File: src/rtl/cpu_pause_pkg.sv
// Shared definitions for the CPU pause gate: FSM state encoding and defaults.
package cpu_pause_pkg;

    typedef enum logic [1:0] {
        ST_RUN    = 2'd0,
        ST_DRAIN  = 2'd1,
        ST_PAUSED = 2'd2,
        ST_STEP   = 2'd3
    } state_t;

    // Longest drain (in ce pulses) before the gate forces the CPU to stop.
    localparam int unsigned WAIT_MAX_DEFAULT = 65535;
    // Drain counter width; must be able to hold WAIT_MAX.
    localparam int unsigned CW_DEFAULT       = 16;

endpackage

File: src/rtl/cpu_pause_gate_rise_edge.sv
// One-bit rising-edge detector: remembers last cycle's level, flags 0->1.
module rise_edge (
    input  logic clk,
    input  logic srst,
    input  logic d_i,
    output logic rise_o
);

    logic last_q;

    // Track the previous level of the input.
    always_ff @(posedge clk) begin
        if (srst) begin
            last_q <= 1'b0;
        end else begin
            last_q <= d_i;
        end
    end

    assign rise_o = d_i & ~last_q;

endmodule

File: src/rtl/cpu_pause_gate.sv
// Gates the CPU clock-enable so a pause request freezes the CPU only at an
// opcode fetch (optionally inside vblank), acknowledges the freeze, supports
// single-instruction stepping and forces a stop after WAIT_MAX drained pulses.
module cpu_pause_gate
    import cpu_pause_pkg::*;
#(
    parameter bit          SYNC_VBLANK = 1'b0,
    parameter int unsigned WAIT_MAX    = WAIT_MAX_DEFAULT,
    parameter int unsigned CW          = CW_DEFAULT
) (
    input  logic clk_sys,
    input  logic reset,
    input  logic pause_cpu,
    input  logic step_button,
    input  logic cpu_ce_in,
    input  logic cpu_m1_n,
    input  logic vblank,
    output logic cpu_ce_out,
    output logic paused,
    output logic timeout
);

    localparam logic [CW-1:0] CNT_LAST = CW'(WAIT_MAX - 1);
    localparam logic [CW-1:0] CNT_MAX  = CW'(WAIT_MAX);

    state_t        state_q;
    logic [CW-1:0] cnt_q;
    logic          paused_q;
    logic          timeout_q;
    logic          seen_fetch_end_q;

    logic          step_edge;
    logic          safe;
    logic          natural_exit;
    logic          forced_exit;
    logic          exit_pulse;

    // Step requests are only acted on while frozen; edges elsewhere just fall away.
    rise_edge u_step_edge (
        .clk    (clk_sys),
        .srst   (reset),
        .d_i    (step_button),
        .rise_o (step_edge)
    );

    // Decide whether the current ce pulse is the one that freezes the CPU.
    always_comb begin
        safe         = cpu_ce_in & ~cpu_m1_n & (SYNC_VBLANK ? vblank : 1'b1);
        natural_exit = 1'b0;
        forced_exit  = 1'b0;
        unique case (state_q)
            ST_RUN: begin
                natural_exit = pause_cpu & safe;
            end
            ST_DRAIN: begin
                natural_exit = pause_cpu & safe;
                forced_exit  = pause_cpu & ~safe & cpu_ce_in & (cnt_q == CNT_LAST);
            end
            ST_STEP: begin
                // Must first leave the fetch that was frozen, then stop at the next one.
                natural_exit = pause_cpu & seen_fetch_end_q & safe;
                forced_exit  = pause_cpu & ~natural_exit & cpu_ce_in & (cnt_q == CNT_LAST);
            end
            default: begin
            end
        endcase
        exit_pulse = natural_exit | forced_exit;
    end

    // Zero-latency ce gating; reset lets the raw enable straight through.
    always_comb begin
        if (reset) begin
            cpu_ce_out = cpu_ce_in;
        end else if (state_q == ST_PAUSED) begin
            cpu_ce_out = 1'b0;
        end else begin
            cpu_ce_out = cpu_ce_in & ~exit_pulse;
        end
    end

    // Pause handshake FSM with registered acknowledge and timeout flag.
    always_ff @(posedge clk_sys) begin
        if (reset) begin
            state_q          <= ST_RUN;
            cnt_q            <= '0;
            paused_q         <= 1'b0;
            timeout_q        <= 1'b0;
            seen_fetch_end_q <= 1'b0;
        end else begin
            paused_q <= (state_q == ST_PAUSED);
            unique case (state_q)
                ST_RUN: begin
                    if (pause_cpu) begin
                        if (natural_exit) begin
                            state_q   <= ST_PAUSED;
                            timeout_q <= 1'b0;
                        end else begin
                            state_q <= ST_DRAIN;
                            cnt_q   <= '0;
                        end
                    end
                end
                ST_DRAIN, ST_STEP: begin
                    if (!pause_cpu) begin
                        state_q <= ST_RUN;
                    end else if (exit_pulse) begin
                        state_q   <= ST_PAUSED;
                        timeout_q <= forced_exit;
                    end else begin
                        if (cpu_ce_in && (cnt_q != CNT_MAX)) begin
                            cnt_q <= cnt_q + CW'(1);
                        end
                        if ((state_q == ST_STEP) && cpu_ce_in && cpu_m1_n) begin
                            seen_fetch_end_q <= 1'b1;
                        end
                    end
                end
                ST_PAUSED: begin
                    if (!pause_cpu) begin
                        state_q <= ST_RUN;
                    end else if (step_edge) begin
                        state_q          <= ST_STEP;
                        cnt_q            <= '0;
                        seen_fetch_end_q <= 1'b0;
                    end
                end
                default: begin
                    state_q <= ST_RUN;
                end
            endcase
        end
    end

    assign paused  = paused_q;
    assign timeout = timeout_q;

endmodule
File: config.mk
export PLATFORM = sky130hd
export DESIGN_NAME = cpu_pause_gate
export DESIGN_NICKNAME = d
export VERILOG_FILES = /design/src/rtl/cpu_pause_pkg.sv /design/src/rtl/cpu_pause_gate_rise_edge.sv /design/src/rtl/cpu_pause_gate.sv
export SDC_FILE = /design/constraint.sdc
export NUM_CORES = 1
export LEC_CHECK = 0
export ABC_CLOCK_PERIOD_IN_PS = 3800
export BUFFER_PORTS_ARGS = -buffer_cell sky130_fd_sc_hd__buf_2
export CAP_MARGIN = 20
export CELL_PAD_IN_SITES_DETAIL_PLACEMENT = 0
export CELL_PAD_IN_SITES_GLOBAL_PLACEMENT = 1
export CORE_UTILIZATION = 47
export DETAILED_ROUTE_END_ITERATION = 8
export GPL_ROUTABILITY_DRIVEN = 0
export GPL_TIMING_DRIVEN = 0
export PLACE_DENSITY = 0.9
export RECOVER_POWER = 100
export SETUP_SLACK_MARGIN = 0.1
export SYNTH_ARGS = -nofsm -noshare
export SYNTH_HDL_FRONTEND = slang
export SYNTH_SLANG_ARGS = --single-unit
File: constraint.sdc
create_clock -name clk_sys -period 3.8 [get_ports clk_sys]
set_input_delay 0 -clock clk_sys [delete_from_list [all_inputs] [get_ports clk_sys]]
set_output_delay 0 -clock clk_sys [all_outputs]
set_load 0.05 [all_outputs]
[After elaboration in Yosys (flattened, before gate mapping)]
Cells that the tools add are included.
Widths: inputs -> output; s select.
Storage, ports and cells
  bits in registers: 22
  output and inout port bits: 3
  word-level logic and storage cells: 84
Operators by class
  add/sub/neg operators: 1
  equality and inequality tests: 17
  multiplexer cells: 30
  bitwise gates (word level): 18
  reduce and logical (&&, ||, !) cells: 12
Operator list (number)
  $mux 16: 7
  $pmux 16 s3: 1
  $ne 2x2->1 const B: 10
  $add 16x1->16 const B: 1
  $eq 16x16->1 const B: 1
  $ne 16x16->1 const B: 1
  $and 1x1->1: 12
  $mux 2: 6
  $mux 1: 11
  $pmux 1 s2: 4
  $reduce_and 7->1: 1
  $ne 3x3->1 const B: 2
  $pmux 2 s3: 1
  $reduce_and 6->1: 1
  $not 1->1: 5
  $reduce_and 5->1: 1
  $eq 2x2->1 const B: 2
  $reduce_bool 2->1: 2
  $reduce_or 2->1: 2
  $logic_and 1x1->1: 3
  $reduce_and 3->1: 1
  $eq 2x1->1 const B: 1
  $logic_not 2->1: 1
  $or 1x1->1: 1

[Depth between registers and ports, before layout]
Gate-level depths: netlist of run 1.
  depth after elaboration: 13
  mapped depth: 10
  mapped depth without buffers: 8

[Hierarchy]
Synthesis of run 1 repeated with hierarchy kept, for this count alone.
Second synthesis, totals
  cells, all modules: 168
  area, all modules: 1411.4 µm²
By module, submodules not included
  cpu_pause_gate: times used 1, cells an instance 165, area an instance 1363.8 µm², seq. area each 420.4 µm²
  rise_edge: times used 1, cells an instance 3, area an instance 47.5 µm², seq. area each 20.0 µm²

[Worst setup path after synthesis of run 1]
Ideal clock, no wire load.
  path type: reg-to-reg
  start: register cnt_q[4]
  end: register cnt_q[7]
  data arrival time: 2.011 ns
  data required time: 3.686 ns
  slack: 1.675 ns
  cell stages (with the launch flop): 8
  path buffers: 1
  clock period less this slack: 2.125 ns
  cells stage by stage: dfxtp_1 -> nand4_2 -> or3_4 -> or4_4 -> buf_6 -> and3_4 -> nor4b_1 -> a21o_1
On the way
  word-level cells in the longest chain between the ends: 6
  elaborated cells on any way between the ends: 15
  classes of those cells: add/sub (1); eq/ne (4); mux (5); bitwise (3); reduce/logical (2)
RTL lines
  start, declared: RTL line cpu_pause_gate.sv:27  | logic [CW-1:0] cnt_q;
  start signal, assigned: RTL line cpu_pause_gate.sv:111  | cnt_q <= cnt_q + CW'(1);
  branches (longest 6 deep; another with $add 16x1->16)
Several ways; the timed one is not identified. The select of a mux whose other input is x is not followed.
A chain may end at the register's enable or synchronous reset.

[Worst setup path after layout of run 1]
  start: register cnt_q[4]
  end: output cpu_ce_out
On the way
  word-level cells in the longest chain between the ends: 8
  elaborated cells on any way between the ends: 9
  classes of those cells: eq/ne (1); mux (3); bitwise (5)
RTL lines
  $eq 16x16->1 *: RTL line cpu_pause_gate.sv:57, cpu_pause_gate.sv:62
  $and 1x1->1, on equally long branches: RTL line cpu_pause_gate.sv:62, cpu_pause_gate.sv:57
  $pmux 1 s2 *: RTL line cpu_pause_gate.sv:51  | unique case (state_q)
  $or 1x1->1 *: RTL line cpu_pause_gate.sv:67  | exit_pulse = natural_exit | forced_exit;
  $not 1->1 *: RTL line cpu_pause_gate.sv:77  | cpu_ce_out = cpu_ce_in & ~exit_pulse;
  $and 1x1->1 *: RTL line cpu_pause_gate.sv:77
  $mux 1 *: RTL line cpu_pause_gate.sv:74  | end else if (state_q == ST_PAUSED) begin
  $mux 1 *: RTL line cpu_pause_gate.sv:72  | if (reset) begin
  end, declared: RTL line cpu_pause_gate.sv:18  | output logic cpu_ce_out,
Mark *: on every way between the ends. The rest lies on a longest branch, timed or not.

==> flow_summary.toml, run 1 <==
[layout]
nFillCells = 268
diodes = 0
drive_gt1_frac = 0.0874
register_area_sq_um = 440
mostFrequentLayoutCell = "dfxtp_1"
synthToLayoutAreaGrowth_pct = 7.12
nNetsFinal = 193
final_cell_mix = "22 x dfxtp_1, 20 x nand2_1, 13 x nand3_1"
multi_input_area_sq_um = 792

[sta]
rsz0062_at_grt = "no"
setup_violations = 0
period_share = 0.777
finClkSkew_ps = 4.71
holdWs_ps = 45.9
slew_headroom = 0.609
period_minus_slack_ps = 2950
setup_ws_ps = 848
fmax_ghz = 0.339
tightestPinTransition_ps = 589
final_hold_viol_count = 0
slew_viol_final = 0
setup-tns-final_ps = 0

[critical_path]
critPathTopFamily = "simple AND/OR/NAND/NOR gates"
cp.required_ps = 3800
path_cells = "nand4_1 > or3_1 > or4_1 > clkbuf_1 > nor2b_1 > a21oi_1 > nor2b_1 > clkbuf_1"
worstSetupStartpointType = "flip-flop"
crit_type = "reg2out"
slowest_stage = "or4_1"
arrival_ps = 2950
critical_path.max_stage_delay_ps = 520
cp_max_fo = 8
endpoint_kind = "output pin"
critPathBufInv = 2

[synth]
yosys.area.top_type = "dfxtp_1"
synthArstFlopShare = 0
syn_nets = 178
postSynthAreaPerCell_sq_um = 7.80
seq_area_frac_synth = 0.334
synthCells = 169
synth_seq_cells = 22
synth-edff-count = 0
ys_warn_count = 0
yosysTopAreaCellShare = 0.334
synth_top_cells_by_area = "dfxtp_1 33%, nand2_1 5.7%, nand3_1 4.9%"
synth_flop_cell = "dfxtp_1"
syn_area_sq_mm = 0.00132
netlist-cell-type-count = 42

[global_routing]
grt_pass1_wl_um = 5430
grt-ovfl-total = 0
grt_max_degree = 13
grt_pass1_vias = 1145
grt_usage = 0.256
antenna_found_initial = 0

[routing]
antenna_left = 0
via_count = 1308
drt_iter0_markers = 43
drt_pass1_iterations = 5
wirelength_um = 3360
avgRoutedWirePerCell_um = 15.8
route.detailed.drc = 0
via_per_inst = 6.14

[clock_network]
clock-sinks = 22
cts.clk_slew.worst_paths_ps = 130
cts_tree = "done"
cts.path.max_buffers = 2
insertion_delay_ps = 330
root_buffer = "clkbuf_4"
h-tree-depth = 1
cts_inserted_buffers = 3

[floorplan]
core_sq_mm = 0.00257
die_h_um = 54.9
io_pins = 10
start_util = 0.513
dieArea_sq_mm = 0.00302
die_w_um = 54.9
rows = 18

[pwr]
peakVddDrop_mv = 0.180
pwr_density_cell_mw_per_mm2 = 301
p_leak_nw = 0.459
totalPowerFinal_uw = 424

[place]
port_buffers = 8
dpl.hpwl_um = 2410
preCtsSetupSlack_ps = 1510

[worst_hold_path]
hold_path.class = "in2reg"

[outcome]
status = "complete, no violations"

[flow_run]
maxCapViolations = 0
[state kept, by name (all words and copies together), names as in the netlist]
register            count
u_step_edge.last_q      1
paused                  1
cnt_q                  16
seen_fetch_end_q        1
state_q                 2
timeout                 1
[power breakdown]
part	internal, mW	switching, mW
logic	0.0156	0.0338
registers	0.233	0.00298
clock network	0.0587	0.0799
total	0.308	0.117
[metrics by stage]
step / cells / instance area [sq um] / utilization
after floorplan: 169 / 1320 / -
after global placement: 207 / 1400 / 0.543
after detailed placement: 207 / 1400 / 0.543
after CTS: 213 / 1450 / 0.565
after global routing: 213 / 1410 / 0.550
final: 213 / 1410 / 0.550
[metal layers]
metal  track usage  share of wire
met1         0.364           0.46
met2         0.392           0.46
met3        0.0355          0.057
met4        0.0875          0.020
met5             0              0
[Yosys cell counts, types with 2 or more instances]
master    number
and2_1         5
dfxtp_1       22
nor2b_1        6
nor3_2         2
or4_1          2
or3_1          3
nor4_1         2
nand4_1        3
a211oi_1       2
nor2_1         5
nand2_1       20
a21boi_0       4
nor3_1         7
and3_1         4
or4b_2         2
nand2b_1       4
buf_6          2
nand3_1       13
inv_1          4
o21ai_0        9
a21oi_1       11
clkbuf_1       5
buf_2          2
ha_1           2
a31oi_1       10
and4_1         2
[cell type report]
class                   instances  area share
plain buffers                   9      0.0248
clock buffers                   4      0.0257
inverters                       4      0.0106
multi-input cells             134       0.561
flip-flops and latches         22       0.312
well taps                      30      0.0266
repair buffers                 10      0.0390
[tightest hold or removal path, cell delays in order]
cell and delay (ps):
buf_2 110, nor2b_1 60, nor2_1 100, a21oi_1 70
[what timing repair did]
item,4_1_cts,5_1_grt
hold endpoints to repair,3,0
hold buffers,2,0
gates resized for setup,0,0
setup buffers,0,0
[worst paths after layout]
check                        start                 endpoint  slack (ps)  depth (start not counted)
max          cnt_q[4]$_SDFFE_PP0P_               cpu_ce_out         850                          8
min reg2reg   timeout$_SDFFE_PP0P_     timeout$_SDFFE_PP0P_         490                          2
max reg2reg  cnt_q[4]$_SDFFE_PP0P_   cnt_q[14]$_SDFFE_PP0P_        1120                          8
min                       cpu_m1_n  state_q[1]$_SDFFE_PP0P_          50                          4
[cells by family (layout without fill, tap and decap cells)]
kind of cell | count (synthesis) | in the layout | synth area share
DFF | 22 | 22 | 0.334
adders and majority gates | 2 | 2 | 0.0190
AOI/OAI and AO/OA | 42 | 42 | 0.191
and+or+nand+nor | 90 | 90 | 0.406
buffers and inverters | 13 | 27 | 0.0503
Power figures use the tool's default switching activity.
==> run 2, diff against run 1 <==
ABC_CLOCK_PERIOD_IN_PS = 2500   (was 3800)
CORE_UTILIZATION = 39   (was 47)
PLACE_DENSITY = 0.81   (was 0.9)
clock period = 2.5 ns   (was 3.8 ns; I/O delays follow)
==> run 2 against run 1 <==
Effect of this change: non-clock buffer count increased by 11; worst hold slack better by 1.6 ps; register-to-register slack got worse by 990 ps; sequential share of layout area fell by 1.9 points; flip-flop and latch count stayed put; via count is 3.8% higher; critical endpoint is now cnt_q[7]$_SDFFE_PP0P_.
==> flow_summary.toml, run 2 (same netlist as run 1, synthesis figures left out) <==
[outcome]
status = "complete, no violations"

[sta]
final_hold_viol_count = 0
setup_ws_ps = 133
period_minus_slack_ps = 2370
slew_headroom = 0.595
rsz0062_at_grt = "yes"
finClkSkew_ps = 10.5
slew_viol_final = 0
setup_violations = 0
setup-tns-final_ps = 0
fmax_ghz = 0.422
period_share = 0.947
tightestPinTransition_ps = 610

[pwr]
p_sw_uw = 170
p_int_uw = 433
netSwitchingFraction = 0.282
pwr-share-clk = 0.282
p_comb_frac = 0.130
seqPwrFrac = 0.589
pwr_density_cell_mw_per_mm2 = 387
peakVddDrop_mv = 0.301
p_leak_nw = 0.542

[clock_network]
cts_inserted_buffers = 3
insertion_delay_ps = 320
h-tree-depth = 1
cts.clk_slew.worst_paths_ps = 120
root_buffer = "clkbuf_4"
cts.path.max_buffers = 2
cts_tree = "done"
clock-sinks = 22

[global_routing]
grt_max_degree = 12
grt-ovfl-total = 0
grt_usage = 0.218
antenna_found_initial = 0
grt_pass1_vias = 1248
grt_pass1_wl_um = 5860

[layout]
nNetsFinal = 204
mostFrequentLayoutCell = "nand2_1"
diodes = 0
drive_gt1_frac = 0.192
largest-register = "cnt_q"
largest_reg_flops = 16
stdcell_count = 237
final_cell_mix = "20 x nand2_1, 17 x dfxtp_1, 13 x nand3_1"
final_util = 0.499
synthToLayoutAreaGrowth_pct = 18.4
largest_registers = "cnt_q: 16 flops, state_q: 2 flops"

[critical_path]
path_cells = "nand4_4 > or3_1 > or4_4 > buf_6 > clkbuf_4 > buf_4 > and3_1 > nor4b_1 > a21o_1"
worstSetupStartpointType = "flip-flop"
crit_type = "reg2reg"
cp.required_ps = 2720
slowest_stage = "or4_4"
cp_max_fo = 5
critical_path.max_stage_delay_ps = 500
arrival_ps = 2590
endpoint_kind = "flip-flop"

[place]
port_buffers = 8
preCtsSetupSlack_ps = 197
dpl.hpwl_um = 2460
placed_cells = 221

[worst_hold_path]
hold_path.class = "in2reg"

[routing]
antenna_left = 0
wl_met3_um = 150
met2WireLength_um = 1750
drt_iter0_markers = 62
route.detailed.drc = 0
wirelength_um = 3590
top_layer = "met4"
via_per_inst = 5.73
drt_pass1_iterations = 4
wl_met1_um = 1650
avgRoutedWirePerCell_um = 15.1
via_count = 1358

[floorplan]
io_pins = 10
die_w_um = 60.1
die_h_um = 60.1
dieArea_sq_mm = 0.00361
rows = 20
core_sq_mm = 0.00313
start_util = 0.421

[flow_run]
maxCapViolations = 0
==> run 2: cell types whose count changed in the layout (fill, tap and decap cells not counted), moves of 3 or more <==
cell | before | now
buf_4 | 0 | 8
buf_6 | 0 | 3
clkbuf_4 | 3 | 6
clkbuf_1 | 12 | 9
dfxtp_1 | 22 | 17
dfxtp_4 | 0 | 4
==> run 2: cell type report <==
| type | instances | area, sq um |
|---|---|---|
| Inverter | 4 | 15.0 |
| Sequential cell | 22 | 457 |
| Tap cell | 44 | 55.1 |
| Multi-Input combinational cell | 134 | 816 |
| Buffer | 9 | 53.8 |
| Clock buffer | 3 | 22.5 |
| Fill cell | 314 | 1570 |
| Timing Repair Buffer | 21 | 141 |
==> run 2: power groups by stage <==
stage	combinational, mW	clock (mW)	sequential, mW
finish	0.0782	0.170	0.355
global route	0.0861	0.181	0.356
CTS	0.0771	0.169	0.355
detailed placement	0.0730	0	0.367
global placement	0.0718	0	0.367
floorplan	0.0480	0	0.366
==> run 2: worst paths after layout <==
path | start | end | slack, ps | depth (start not counted)
min | cpu_m1_n | state_q[1]$_SDFFE_PP0P_ | 50 | 4
max | cnt_q[6]$_SDFFE_PP0P_ | cnt_q[7]$_SDFFE_PP0P_ | 130 | 9
max reg2reg | cnt_q[6]$_SDFFE_PP0P_ | cnt_q[7]$_SDFFE_PP0P_ | 130 | 9
min reg2reg | timeout$_SDFFE_PP0P_ | timeout$_SDFFE_PP0P_ | 470 | 2
==> run 2: repair_timing <==
item / CTS / global route
hold buffers: 2 / 0
setup endpoints to repair: 1 / 4
resized for setup: 11 / 5
hold endpoints to repair: 2 / 0
pin swaps: 1 / 4
buffers inserted: 5 / 6
==> run 2: critical path: cells and delay by family, from the launching register on <==
family / cells / cell delay (ps)
and+or+nand+nor: 5 / 1340
buffers and inverters: 3 / 400
DFF: 1 / 380
AOI/OAI and AO/OA: 1 / 150
==> run 2: stage by stage <==
stage / hold slack [ps] / cell area [sq um] / total power, mW
floorplan: 128 / 1320 / 0.414
global placement: 225 / 1410 / 0.438
detailed placement: 235 / 1410 / 0.440
CTS: 38.4 / 1520 / 0.601
global route: 79.0 / 1560 / 0.622
finish: 47.5 / 1560 / 0.603
==> run 2: layer usage <==
layer,vias up,GRT usage
met5,-,0
met4,0,0.0797
met3,4,0.0216
met2,34,0.372
met1,642,0.282
li1,678,-
